## src/rtl/mac_arbiter.sv

```systemverilog
// mac_arbiter: round-robin arbiter that shares one mul_acc unit among N_REQ requesters.
// A locked owner keeps the unit, and its accumulator, across a multi-op sequence.
// If the locked owner stays idle for HOLD_TIMEOUT cycles, the unit is released.
// Ports:
//   clk, rstn              clock and async active-low reset
//   req/lock/clr/a_sb      per-requester request and per-op control bits
//   a, b                   per-requester operands, WIDTH-bit slice i for requester i
//   ack, done              one-hot 1-cycle pulses: op accepted / op finished
//   s_out                  accumulator result, updated with done
//   owner_vld, owner_id    ownership status and current/last owner
//   err                    sticky: mac_ov seen while no op was in flight
//   mac_*                  connection to the mul_acc unit
module mac_arbiter #(
  parameter int unsigned N_REQ        = 2,
  parameter int unsigned WIDTH        = 16,
  parameter int unsigned HOLD_TIMEOUT = 16
) (
  input  logic                       clk,
  input  logic                       rstn,
  input  logic [N_REQ-1:0]           req,
  input  logic [N_REQ-1:0]           lock,
  input  logic [N_REQ-1:0]           clr,
  input  logic [N_REQ-1:0]           a_sb,
  input  logic [N_REQ*WIDTH-1:0]     a,
  input  logic [N_REQ*WIDTH-1:0]     b,
  output logic [N_REQ-1:0]           ack,
  output logic [N_REQ-1:0]           done,
  output logic [WIDTH-1:0]           s_out,
  output logic                       owner_vld,
  output logic [$clog2(N_REQ)-1:0]   owner_id,
  output logic                       err,
  output logic                       mac_iv,
  output logic                       mac_clr,
  output logic                       mac_a_sb,
  output logic [WIDTH-1:0]           mac_a,
  output logic [WIDTH-1:0]           mac_b,
  input  logic                       mac_ov,
  input  logic [WIDTH-1:0]           mac_s
);

  localparam int unsigned IW = $clog2(N_REQ);
  localparam int unsigned CW = $clog2(HOLD_TIMEOUT + 1);

  typedef enum logic [1:0] {S_IDLE, S_ISSUE, S_WAIT, S_HOLD} state_t;

  state_t          state;
  logic [IW-1:0]   last;
  logic            lock_r;
  logic [CW-1:0]   hold_cnt;

  logic            pick_vld;
  logic [IW-1:0]   pick_id;
  logic [IW-1:0]   sel_id;
  logic            take;
  logic [WIDTH-1:0] sel_a;
  logic [WIDTH-1:0] sel_b;
  int unsigned     idx;

  function automatic logic [N_REQ-1:0] onehot(input logic [IW-1:0] i);
    return N_REQ'(1) << i;
  endfunction

  // Round-robin pick: the first request found when scanning from last+1 upward, modulo N_REQ.
  always_comb begin
    pick_vld = 1'b0;
    pick_id  = '0;
    idx      = 0;
    for (int k = 1; k <= int'(N_REQ); k++) begin
      idx = (32'(last) + 32'(k)) % N_REQ;
      if (!pick_vld && req[IW'(idx)]) begin
        pick_vld = 1'b1;
        pick_id  = IW'(idx);
      end
    end
  end

  // In HOLD, only the locked owner can be accepted.
  always_comb begin
    sel_id = (state == S_HOLD) ? owner_id : pick_id;
    take   = ((state == S_IDLE) && pick_vld) || ((state == S_HOLD) && req[owner_id]);
  end

  // Select the operands of the requester being accepted.
  always_comb begin
    sel_a = '0;
    sel_b = '0;
    for (int k = 0; k < int'(N_REQ); k++) begin
      if (sel_id == IW'(k)) begin
        sel_a = a[k*WIDTH +: WIDTH];
        sel_b = b[k*WIDTH +: WIDTH];
      end
    end
  end

  // Arbiter FSM; all outputs are registered.
  always_ff @(posedge clk or negedge rstn) begin
    if (!rstn) begin
      state     <= S_IDLE;
      last      <= IW'(N_REQ - 1);
      lock_r    <= 1'b0;
      hold_cnt  <= '0;
      ack       <= '0;
      done      <= '0;
      s_out     <= '0;
      owner_vld <= 1'b0;
      owner_id  <= '0;
      err       <= 1'b0;
      mac_iv    <= 1'b0;
      mac_clr   <= 1'b0;
      mac_a_sb  <= 1'b0;
      mac_a     <= '0;
      mac_b     <= '0;
    end else begin
      ack     <= '0;
      done    <= '0;
      mac_iv  <= 1'b0;
      mac_clr <= 1'b0;
      if (mac_ov && (state != S_WAIT)) err <= 1'b1;
      case (state)
        S_IDLE, S_HOLD: begin
          if (take) begin
            owner_id  <= sel_id;
            owner_vld <= 1'b1;
            mac_a     <= sel_a;
            mac_b     <= sel_b;
            mac_a_sb  <= a_sb[sel_id];
            mac_clr   <= clr[sel_id];
            lock_r    <= lock[sel_id];
            ack       <= onehot(sel_id);
            mac_iv    <= 1'b1;
            state     <= S_ISSUE;
          end else if (state == S_HOLD) begin
            // Count idle cycles; the last allowed one releases the unit.
            if (hold_cnt == CW'(HOLD_TIMEOUT - 1)) begin
              state     <= S_IDLE;
              owner_vld <= 1'b0;
            end else begin
              hold_cnt <= hold_cnt + CW'(1);
            end
          end
        end
        S_ISSUE: state <= S_WAIT;
        S_WAIT: begin
          if (mac_ov) begin
            s_out <= mac_s;
            done  <= onehot(owner_id);
            last  <= owner_id;
            if (lock_r) begin
              state    <= S_HOLD;
              hold_cnt <= '0;
            end else begin
              state     <= S_IDLE;
              owner_vld <= 1'b0;
            end
          end
        end
        default: state <= S_IDLE;
      endcase
    end
  end

endmodule

```

## config.mk

```make
export PLATFORM = sky130hd
export DESIGN_NAME = mac_arbiter
export DESIGN_NICKNAME = d
export VERILOG_FILES = /design/src/rtl/mac_arbiter.sv
export SDC_FILE = /design/constraint.sdc
export NUM_CORES = 1
export LEC_CHECK = 0
export CORE_ASPECT_RATIO = 0.7
export CORE_MARGIN = 3
export CORE_UTILIZATION = 35
export DETAILED_ROUTE_END_ITERATION = 10
export GPL_ROUTABILITY_DRIVEN = 1
export PLACE_DENSITY = 0.81
export SETUP_SLACK_MARGIN = 0.15
export SYNTH_ARGS = -nofsm -noshare
export SYNTH_HDL_FRONTEND = slang
export SYNTH_SLANG_ARGS = --single-unit
export TNS_END_PERCENT = 50
```

## constraint.sdc

```tcl
create_clock -name clk -period 3.1 [get_ports clk]
set_input_delay 0.93 -clock clk [delete_from_list [all_inputs] [get_ports clk]]
set_output_delay 0.93 -clock clk [all_outputs]
set_load 0.05 [all_outputs]
```

# --- After elaboration in Yosys (flattened, before gate mapping) ---
# Cells that the tools add are included.
totals:
  elab_cells: 96
  output_inout_bits: 58
  in_bits: 91
  regBits: 67
op_classes:
  n_mux: 45
  shift: 2
  order_cmp: 4
  addsub: 3
  n_eq_ne: 13
  reduce_logical: 14
op_table:
  columns: ["op", "count"]
  rows:
  - ["$mux 16", 2]
  - ["$mux 1", 26]
  - ["$mux 5", 5]
  - ["$mux 2", 9]
  - ["$ne 2x2->1 const B", 7]
  - ["$pmux 5 s2", 1]
  - ["$lt 1x2->1 const B", 4]
  - ["$ne 3x3->1 const B", 2]
  - ["$pmux 2 s3", 1]
  - ["$reduce_and 6->1", 1]
  - ["$add 5x1->5 const B", 1]
  - ["$eq 5x4->1 const B", 1]
  - ["$reduce_and 5->1", 1]
  - ["$eq 2x2->1 const B", 2]
  - ["$logic_and 1x1->1", 4]
  - ["$reduce_and 2->1", 2]
  - ["$shl 1x1->2 const A", 2]
  - ["$reduce_and 3->1", 1]
  - ["$add 1x1->1 const B", 2]
  - ["$eq 2x1->1 const B", 1]
  - ["$logic_not 2->1", 1]
  - ["$pmux 1 s2", 1]
  - ["$reduce_bool 2->1", 1]
  - ["$reduce_or 2->1", 1]
  - ["other kinds (2)", 2]

# --- Logic depth before layout (Yosys ltp) ---
logic_depth:
  ltp_word: 12
  depth_mapped: 9
  mapped_depth_nobuf: 7

# --- Least setup slack after synthesis ---
# No wires, ideal clock.
synth_path:
  path_kind: "input to register"
  start: "input req[0]"
  end: "register hold_cnt[0]"
  slack_ps: 1015
  arrival_time_ps: 1958
  path_stages: 5
  t_required_ps: 2972
  path_buffers: 1
  setup_time_ps: 128
  path_cell_list: "mux2_4 > a22o_1 > buf_6 > nor2_1 > mux2_1"
synth_via:
  elab_chain_cells: 10
  word_cells_on_any_way: 15
  classes_between: "eq/ne: 1; mux: 8; reduce/logical: 6"
synth_lines:
  columns: ["element", "line", "text"]
  rows:
  - ["start: declaration", "20", "input logic [N_REQ-1:0] req,"]
  - ["$mux 1 (implied by the code) (2 in a row)", "70", "if (!pick_vld && req[IW'(idx)]) begin"]
  - ["$mux 1", "70", null]
  - ["$logic_not 1->1", "70", null]
  - ["$logic_and 1x1->1", "70", null]
  - ["$mux 1", "70", null]
  - ["$logic_and 1x1->1", "80", "take = ((state == S_IDLE) && pick_vld) || ((state == S_HOLD) && req[owner_id]);"]
  - ["$logic_or 1x1->1 (*)", "80", null]
  - ["$ne 2x2->1 (no source line) (*)", null, null]
  - ["$reduce_and 6->1 (no source line) (*)", null, null]
  - ["end signal: assignment", "138", "hold_cnt <= hold_cnt + CW'(1);"]
  - ["end: declaration", "49", "logic [CW-1:0] hold_cnt;"]
# Every way passes the cells marked *; elsewhere a longest branch is shown, timed or not. The select of a mux whose other input is x is not followed.
# A chain may end at the register's enable or synchronous reset.

# --- Worst setup path after layout ---
layout_path:
  start: "register owner_id"
  end: "output owner_id"
layout_rtl:
  columns: ["element", "line", "text"]
  rows:
  - ["start: declaration", "30", "output logic [$clog2(N_REQ)-1:0] owner_id,"]
  - ["start signal: assignment", "122", "owner_id <= sel_id;"]
# No word-level cell between the ends.

==> flow_metrics.py <==
metrics = {
    "critical_path": {
        "cp-end-kind": "output pin",
        "crit_chain": "clkdlybuf4s50_1",
        "cp_max_fo": 6,
        "critical_path.startpoint": "owner_id",
        "start_kind": "register",
        "cp_num_buf_inv": 1,
        "cp.required_ps": 2170,
        "worst-setup-path-type": "register to output pin",
        "max_stage_delay_ps": 870,
        "rr_startpoint": "state[0]",
        "crit_family": "buffers and inverters",
        "slowest_stage": "clkdlybuf4s50_1",
        "arrival_ps": 1690,
        "r2r_slack_ps": 940,
    },
    "status": {
        "status": "finished clean",
    },
    "layout": {
        "diodes": 0,
        "finalNetCount": 510,
        "final_layout_size_suffix_gt1_share_pct": 10.8,
        "area_growth_syn_to_layout_pct": 63.4,
        "post-route-util_pct": 61.0,
        "fin_area_sq_mm": 0.00499,
        "final_cells": 534,
    },
    "timing": {
        "maxSlewViolCount": 0,
        "period_needed_ps": 2620,
        "worst_slack_ps": 480,
        "rsz0062_at_grt": "no",
        "setup_violations": 0,
        "hold_slack_ps": 483,
        "max_slew_margin_pct": 61.8,
        "fin_tns_setup_ps": 0,
        "period_share_pct": 84.5,
        "fmax_ghz": 0.382,
        "skew_ps": 6.09,
        "finalHoldViolCount": 0,
        "tightestPinTransition_ps": 574,
    },
    "floorplanning": {
        "start_util_pct": 37.3,
        "fp.coreArea_sq_mm": 0.00818,
        "dieHeight_microns": 84.1,
        "num_rows": 27,
        "die-area_sq_mm": 0.00989,
        "ios": 149,
        "die_w_microns": 118,
    },
    "global_routing": {
        "grt_pass1_vias": 2687,
        "antenna_found_initial": 0,
        "grt_max_degree": 59,
        "globalRoute.totalOverflow": 0,
        "grt_first_pass_wirelength_microns": 13300,
        "grtUsageTotal_pct": 16.6,
    },
    "clocking": {
        "postCtsSetupRepairBufs": 0,
        "cts_hold_buffers": 0,
        "cts_tree": "yes",
        "path_clk_slew_ps": 60,
        "cts_root_buf": "clkbuf_16",
        "clk_latency_ps": 330,
        "cts.sinks": 67,
        "htree_levels": 3,
        "cts_buffer_depth": 2,
        "cts_resized": 0,
        "cts_buffers": 9,
    },
    "synth": {
        "synthesis.area_sq_mm": 0.00305,
        "synthArstFlopShare_pct": 100,
        "synth_nets": 363,
        "ys_dominant_reg_cell": "dfrtp_1",
        "yosys.area_share.simple_pct": 7.95,
        "syn_inst": 266,
        "synth_cell_types": 38,
        "synthAdderAreaFrac_pct": 2.46,
        "synth_top_family_by_area": "multiplexers",
        "synth-xor-area-share_pct": 0,
        "yosysWarnings": 0,
        "muxShareOfSynthArea_pct": 19.6,
        "ys_seq_area_share_pct": 55.0,
        "synth_edf_count": 0,
        "avgSynthCellArea_sq_um": 11.5,
        "ys_seq_elements": 67,
        "synth_compound_area_share_pct": 11.2,
    },
    "place": {
        "portBuffers": 148,
        "place.gp.congestion": 0.776,
        "dp_slack_ps": 358,
        "post_dp_cell_area_sq_mm": 0.00467,
        "dp_cells": 518,
        "hpwlAfterDp_microns": 6070,
    },
    "pwr": {
        "internal_power_mw": 3.17,
        "p_per_area_mw_per_mm2": 1180,
        "clockPowerShare_pct": 18.2,
        "vdd_ir_drop_max_mv": 0.503,
        "power.static_leakage_nw": 2.17,
        "totalPowerFinal_mw": 5.88,
        "p_seq_share_pct": 26.1,
        "p_comb_share_pct": 55.7,
        "switchingPower_mw": 2.70,
        "switching_share_pct": 46.0,
    },
    "worst_hold_path": {
        "hold_path_startpoint": "err",
        "hold_path.class": "register to register",
    },
    "drt": {
        "wl_per_cell_microns": 14.9,
        "vias_per_cell": 4.77,
        "drtIter0Drc": 54,
        "dr.pass1.iters": 4,
        "drc": 0,
        "drt-total-wl_microns": 7980,
        "ant_nets": 0,
        "dr_total_vias": 2549,
    },
    "job": {
        "max-cap-violations": 0,
    },
}
[placed cells by master (no fill, tap or decap), types with 3 or more instances in the layout]
cell type,n
dfrtp_1,66
mux2i_1,37
ha_1,6
nor2_1,45
and3_1,3
clkdlybuf4s50_1,147
nor3_1,3
clkbuf_16,9
mux2_2,16
buf_12,3
inv_1,6
a21oi_1,35
[routing by layer]
layer	up-vias	track usage (%)	wire length, microns
met5	-	0	0
met4	0	7.02	162
met3	15	6.37	657
met2	106	27.5	3780
met1	1198	19.4	3380
li1	1230	-	-
[power groups by stage]
stage	sequential [mW]	combinational [mW]	clock (mW)
2_1_floorplan	2.74	0.988	0
3_3_place_gp	1.52	3.22	0
3_5_place_dp	1.54	3.30	0
4_1_cts	1.53	3.30	1.10
5_1_grt	1.58	3.47	1.15
6_report	1.53	3.27	1.07
[sequential cells by signal, summed over array words and instances, names as in the netlist]
| register | count |
|---|---|
| mac_iv | 1 |
| owner_id | 1 |
| done | 2 |
| s_out | 16 |
| last | 1 |
| mac_clr | 1 |
| ack | 2 |
| owner_vld | 1 |
| err | 1 |
| mac_b | 16 |
| mac_a | 16 |
| mac_a_sb | 1 |
| state | 2 |
| hold_cnt | 5 |
| lock_r | 1 |
[synth_stat cells (2+ instances only)]
| cell type | number | area share [%] |
|---|---|---|
| mux2i_1 | 38 | 12 |
| mux2_1 | 2 | 0.74 |
| nor2_1 | 45 | 5.5 |
| a31oi_1 | 2 | 0.41 |
| and3_1 | 3 | 0.62 |
| mux2_2 | 16 | 5.9 |
| ha_1 | 6 | 2.5 |
| o31ai_1 | 2 | 0.49 |
| buf_6 | 2 | 0.74 |
| buf_2 | 8 | 1.3 |
| o21ai_1 | 2 | 0.33 |
| dfrtp_1 | 66 | 54 |
| o41ai_2 | 2 | 1.1 |
| inv_1 | 6 | 0.74 |
| nor3_1 | 3 | 0.49 |
| clkbuf_1 | 6 | 0.74 |
| nand3_1 | 2 | 0.33 |
| a21oi_1 | 35 | 5.7 |
[cell families after synthesis]
group	after synthesis
AO/OA/AOI/OAI	55
adder cells (fa/ha/maj)	6
buffers and inverters	23
flip-flops	67
multiplexers	57
AND/OR/NAND/NOR	58
[path summary, 6_finish.rpt]
path	to	cells after the start
max	owner_id	1
min	err	1
max reg2reg	s_out[13]	5
min reg2reg	err	1
max in group asynchronous	last	2
min in group asynchronous	s_out[14]	1
[area by class of cell]
| class | instances | area (sq um) |
|---|---|---|
| Fill cell | 686 | 3190 |
| Inverter | 6 | 22.5 |
| Clock buffer | 10 | 229 |
| Clock inverter | 6 | 88.8 |
| Multi-Input combinational cell | 176 | 1270 |
| Sequential cell | 67 | 1680 |
| Timing Repair Buffer | 153 | 1550 |
| Tap cell | 116 | 145 |
(Power assumes the default switching activity.)
